**src/rtl/victory_pkg.sv**
```systemverilog
// Shared types and constants for the tug-of-war victory scorer.
package victory_pkg;

    // Scorer FSM states.
    typedef enum logic [1:0] {
        PLAY = 2'd0,
        HOLD = 2'd1,
        OVER = 2'd2
    } state_t;

    // All segments off (active-low).
    localparam logic [6:0] SEG_BLANK = 7'b1111111;

    // Active-low {g,f,e,d,c,b,a} codes for digits 0..9.
    localparam logic [6:0] SEG_DIGITS [10] = '{
        7'b1000000,  // 0
        7'b1111001,  // 1
        7'b0100100,  // 2
        7'b0110000,  // 3
        7'b0011001,  // 4
        7'b0010010,  // 5
        7'b0000010,  // 6
        7'b1111000,  // 7
        7'b0000000,  // 8
        7'b0010000   // 9
    };

endpackage

```
**src/rtl/victory_scorer_seg7.sv**
```systemverilog
// Combinational 4-bit to active-low 7-segment decoder; values above 9 blank.
module seg7_digit
    import victory_pkg::*;
(
    input  logic [3:0] digit,
    output logic [6:0] seg
);

    // Look up the digit code, blank anything outside 0..9.
    always_comb begin
        seg = SEG_BLANK;
        if (digit < 4'd10) begin
            seg = SEG_DIGITS[digit];
        end
    end

endmodule

```
**src/rtl/victory_scorer.sv**
```systemverilog
// Detects round wins on the tug-of-war playfield, keeps both scores, holds
// the playfield in reset for a display window after each win, and latches
// game over once a player reaches MAX_SCORE.
//
// Handshake: none. L and R are single-cycle qualified pulses that are only
// acted on in PLAY; there is no ready/backpressure, so presses outside PLAY
// are simply dropped.
module victory_scorer
    import victory_pkg::*;
#(
    parameter  int MAX_SCORE   = 7,
    parameter  int HOLD_CYCLES = 4,
    localparam int CW          = $clog2(MAX_SCORE + 1)
) (
    input  logic          clk,
    input  logic          reset,
    input  logic          L,
    input  logic          R,
    input  logic          leftEnd,
    input  logic          rightEnd,
    output logic          roundReset,
    output logic [CW-1:0] scoreL,
    output logic [CW-1:0] scoreR,
    output logic [6:0]    hexL,
    output logic [6:0]    hexR,
    output logic          gameOver,
    output state_t        dbg_state
);

    localparam int            HW        = (HOLD_CYCLES > 1) ? $clog2(HOLD_CYCLES) : 1;
    localparam logic [CW-1:0] MAX_C     = CW'(MAX_SCORE);
    localparam logic [HW-1:0] HOLD_LOAD = HW'(HOLD_CYCLES - 1);

    state_t        state_q, state_d;
    logic [CW-1:0] score_l_q, score_l_d;
    logic [CW-1:0] score_r_q, score_r_d;
    logic [HW-1:0] hold_cnt_q, hold_cnt_d;
    logic          round_reset_q, round_reset_d;
    logic          game_over_q, game_over_d;

    // Next-state logic: win detection in PLAY, countdown in HOLD, latch in OVER.
    always_comb begin
        state_d       = state_q;
        score_l_d     = score_l_q;
        score_r_d     = score_r_q;
        hold_cnt_d    = hold_cnt_q;
        round_reset_d = round_reset_q;
        game_over_d   = game_over_q;
        case (state_q)
            PLAY: begin
                // A simultaneous press cancels; each win also needs its own end light.
                if (L && !R && leftEnd) begin
                    score_l_d     = score_l_q + 1'b1;
                    hold_cnt_d    = HOLD_LOAD;
                    state_d       = HOLD;
                    round_reset_d = 1'b1;
                end else if (R && !L && rightEnd) begin
                    score_r_d     = score_r_q + 1'b1;
                    hold_cnt_d    = HOLD_LOAD;
                    state_d       = HOLD;
                    round_reset_d = 1'b1;
                end
            end
            HOLD: begin
                if (hold_cnt_q == '0) begin
                    if (score_l_q == MAX_C || score_r_q == MAX_C) begin
                        state_d       = OVER;
                        round_reset_d = 1'b1;
                        game_over_d   = 1'b1;
                    end else begin
                        state_d       = PLAY;
                        round_reset_d = 1'b0;
                    end
                end else begin
                    hold_cnt_d = hold_cnt_q - 1'b1;
                end
            end
            OVER: begin
                round_reset_d = 1'b1;
                game_over_d   = 1'b1;
            end
            default: begin
                state_d = PLAY;
            end
        endcase
    end

    // State, score and output registers with asynchronous reset.
    always_ff @(posedge clk or posedge reset) begin
        if (reset) begin
            state_q       <= PLAY;
            score_l_q     <= '0;
            score_r_q     <= '0;
            hold_cnt_q    <= '0;
            round_reset_q <= 1'b0;
            game_over_q   <= 1'b0;
        end else begin
            state_q       <= state_d;
            score_l_q     <= score_l_d;
            score_r_q     <= score_r_d;
            hold_cnt_q    <= hold_cnt_d;
            round_reset_q <= round_reset_d;
            game_over_q   <= game_over_d;
        end
    end

    logic [3:0] digit_l;
    logic [3:0] digit_r;

    // Widen the score registers to the decoder's 4-bit input.
    always_comb begin
        digit_l = 4'(score_l_q);
        digit_r = 4'(score_r_q);
    end

    seg7_digit u_seg_l (.digit(digit_l), .seg(hexL));
    seg7_digit u_seg_r (.digit(digit_r), .seg(hexR));

    assign roundReset = round_reset_q;
    assign gameOver   = game_over_q;
    assign scoreL     = score_l_q;
    assign scoreR     = score_r_q;
    assign dbg_state  = state_q;

endmodule

```
**config.mk**
```make
export PLATFORM = sky130hd
export DESIGN_NAME = victory_scorer
export DESIGN_NICKNAME = d
export VERILOG_FILES = /design/src/rtl/victory_pkg.sv /design/src/rtl/victory_scorer_seg7.sv /design/src/rtl/victory_scorer.sv
export SDC_FILE = /design/constraint.sdc
export NUM_CORES = 1
export LEC_CHECK = 0
export BUFFER_PORTS_ARGS = -buffer_cell sky130_fd_sc_hd__buf_2
export CAP_MARGIN = 20
export CELL_PAD_IN_SITES_DETAIL_PLACEMENT = 0
export CELL_PAD_IN_SITES_GLOBAL_PLACEMENT = 2
export CORE_MARGIN = 2
export CORE_UTILIZATION = 27
export CTS_BUF_LIST = sky130_fd_sc_hd__clkbuf_16
export DETAILED_ROUTE_END_ITERATION = 6
export PLACE_DENSITY_LB_ADDON = 0.1
export SKIP_LAST_GASP = 1
export SLEW_MARGIN = 15
export SYNTH_ARGS = -nofsm -noshare
export SYNTH_HDL_FRONTEND = slang
export SYNTH_SLANG_ARGS = --single-unit
```
**constraint.sdc**
```tcl
create_clock -name clk -period 2.7 [get_ports clk]
set_clock_uncertainty 0.15 [all_clocks]
set_input_delay 0 -clock clk [delete_from_list [all_inputs] [get_ports clk]]
set_output_delay 0 -clock clk [all_outputs]
set_load 0.01 [all_outputs]
```
==> key figures <==
Routing
  • Drt wl/cell: 11.45 um
  • Number of remaining DRC errors: 0
  • Via density: 4.507
  • Via count: 667
  • Antenna-violating nets left: 0
  • WL final: 1695 um
  • Drt pass-1 iters: 4
  • Initial detailed-routing violation count: 22

Synthesis
  • Cell Area, Synth: 824.5 sq um
  • Synthesized flop and latch total: 12
  • Primary FF master, synth: dfrtp_1
  • Yosys warns: 0
  • Synth area leaders: dfrtp_1, ha_1, mux2_2
  • Post-synthesis async set-or-reset flop share: 1.000
  • Sequential share of the synthesized area: 0.3642
  • Synthesized area per cell: 9.816 sq um
  • Cell variety after synth: 26
  • Synth top area share: 0.3642
  • Synthesized instance count: 84
  • Syn_nets: 103
  • Area leader, netlist: dfrtp_1
  • EDFF count, synth: 0

Timing
  • Maximum clock rate: 0.6069 GHz
  • Max-slew headroom: 0.6908
  • Slew @ Worst Pin: 0.4632 ns
  • RSZ-0062 raised after global routing: no
  • Post-route minimum period: 1.648 ns
  • Final WS setup: 1.052 ns
  • Final Max Tran Viols: 0
  • Final Hold Fails: 0
  • Fin crit share: 0.6103
  • Setup_tns: 0 ns
  • Final count of negative-setup-slack endpoints: 0

Global route
  • First-pass GRT wire length: 2801 um
  • Grt total ovfl: 0
  • Tot GR Track Use: 0.1059
  • Largest net degree at the start of global routing: 13
  • Vias in the first global route: 630
  • Initial antenna violation count: 0

Final layout
  • Register area: 300.3 sq um
  • Filler Cells Inserted: 313
  • Share of cells above drive strength 1: 0.3565
  • N_diodes: 0
  • Multi-input logic area: 476.7 sq um
  • NumNets Final: 136
  • Area Overhead vs Synth: 31.71%
  • Final instance area: 1086 sq um

Setup path
  • R2r endpoint: gameOver$_DFFE_PP0P_
  • Reg-to-reg slack, setup: 1.06 ns
  • CP arrival: 1.50 ns
  • CP required: 2.55 ns
  • Reg2reg start: scoreR[0]$_DFFE_PP0P_
  • Critical Path Source Type: register
  • R2r worst-path depth: 5
  • Critical Path End Type: primary output
  • CP max FO: 6
  • WS Path Type: reg -> out

Power
  • Sequential Power Share: 0.278
  • Pwr per Cell Area: 1214 nW/um^2
  • Clk pwr share: 0.197
  • Internal power: 0.7844 mW
  • Psw: 0.5340 mW
  • Combinational power share: 0.525
  • Pleak: 0.5873 nW
  • Net Sw Frac: 0.4050
  • Total power: 1.318 mW
  • Worst IR drop on VDD: 0.0005060 V

Placed design
  • Post-Place Cell Area: 1001 sq um
  • DP HPWL: 1359 um
  • Gpl congestion: 0.6982
  • Place WS: 1.055 ns
  • I/O Buffers: 29

Flow run
  • Max Cap Viol: 0

CTS
  • Clock transition at path regs: 0.04 ns
  • Worst skew pair latency: 0.23 ns
  • CTS Hold Bufs: 1
  • Post-CTS setup buffer count: 0
  • CTS Buf Count: 3
  • H-tree depth: 1
  • Root Driver: clkbuf_16
  • Sink Count: 12
  • CTS Buffer Depth: 2
  • Gates resized, CTS repair: 0
  • CTS tree: done

Min path
  • Hold crit path type: in -> reg
  • Hold path cells: 4
  • Worst hold endpoint: roundReset$_DFFE_PP0P_
  • Hold Startpoint: rightEnd

Floorplanning
  • Die height: 59.26 um
  • Starting Density: 0.2769
  • Chip width: 59.26 um
  • Placement Rows: 20
  • I/O pins: 30
  • Core area: 2978 sq um
  • Die area: 3512 sq um

Outcome
  • Outcome: completed
## cell type report
type,instances,share of cell area
clock buffer,3,0.06912
inverter,10,0.03456
multi-input combinational,60,0.4389
sequential,12,0.2765
tap,33,0.03802
timing repair buffer,30,0.1429
## state kept, by name, summed over array words and instances (netlist names)
signal,flops
scoreR,3
hold_cnt_q,2
gameOver,1
scoreL,3
roundReset,1
dbg_state,2
## cell usage after synthesis (all sizes together), types with 2 or more instances
cell type,n
buf,2
nand2,5
mux2,6
and3b,2
o21ai,3
xnor2,2
inv,10
nor2b,2
ha,13
mux2i,2
a21oi,2
dfrtp,12
and2,3
nor2,8
nor3,2
o22a,2
## cell usage in the layout (no fill, tap or decap), types with 3 or more instances in the layout
cell / instances
buf_2: 29
clkbuf_16: 3
dfrtp_1: 12
ha_1: 13
inv_1: 10
mux2_2: 6
nand2_1: 5
nor2_1: 8
o21ai_0: 3
## worst max-delay path, stage by stage (launching register included)
cell and delay (ns):
dfrtp_1 0.44, inv_1 0.12, ha_1 0.31, and2_1 0.17
nor2_1 0.09, buf_2 0.13
## worst max path at each step
stage,depth (start not counted),endpoint,slack (ns),startpoint
global placement,5,gameOver$_DFFE_PP0P_,1.09,scoreL[0]$_DFFE_PP0P_
finish,5,hexL[3],1.05,scoreL[0]$_DFFE_PP0P_
global route,5,gameOver$_DFFE_PP0P_,0.93,scoreL[0]$_DFFE_PP0P_
CTS,5,hexL[3],1.03,scoreL[0]$_DFFE_PP0P_
floorplan,5,gameOver$_DFFE_PP0P_,1.09,scoreL[0]$_DFFE_PP0P_
detailed placement,5,gameOver$_DFFE_PP0P_,1.05,scoreL[0]$_DFFE_PP0P_
## layer usage
metal  global-route usage  routed length, um  vias up
met3              0.03930                 65        0
li1                     -                  -      343
met2               0.1711                830       15
met4              0.01948                  0        0
met1               0.1359                798      309
met5                    0                  0        -
## power by group through the flow
stage | logic, mW | registers, mW | clock network [mW]
2_1_floorplan | 0.449 | 0.361 | 0
3_3_place_gp | 0.709 | 0.366 | 0
3_5_place_dp | 0.700 | 0.371 | 0
4_1_cts | 0.707 | 0.368 | 0.266
5_1_grt | 0.782 | 0.386 | 0.277
6_report | 0.692 | 0.367 | 0.260
## per-stage QoR
| stage | hold slack (ns) | std cells | util |
|---|---|---|---|
| finish | 0.1628 | 148 | 0.3647 |
| CTS | 0.1510 | 148 | 0.3647 |
| global route | 0.1735 | 148 | 0.3647 |
| floorplan | -0.2853 | 84 | - |
| global placement | -0.1167 | 144 | 0.3361 |
| detailed placement | -0.1120 | 144 | 0.3361 |
## cell families (layout without fill, tap and decap cells)
group           count (synthesis)  after routing  synth area share
buf+inv                        12             43           0.05767
xor+xnor                        2              2           0.02125
mux                             8              8            0.1062
fa+ha+maj                      13             13            0.1973
flops                          12             12            0.3642
compound gates                 12             12           0.09713
simple gates                   25             25            0.1563
(Power assumes the default switching activity.)
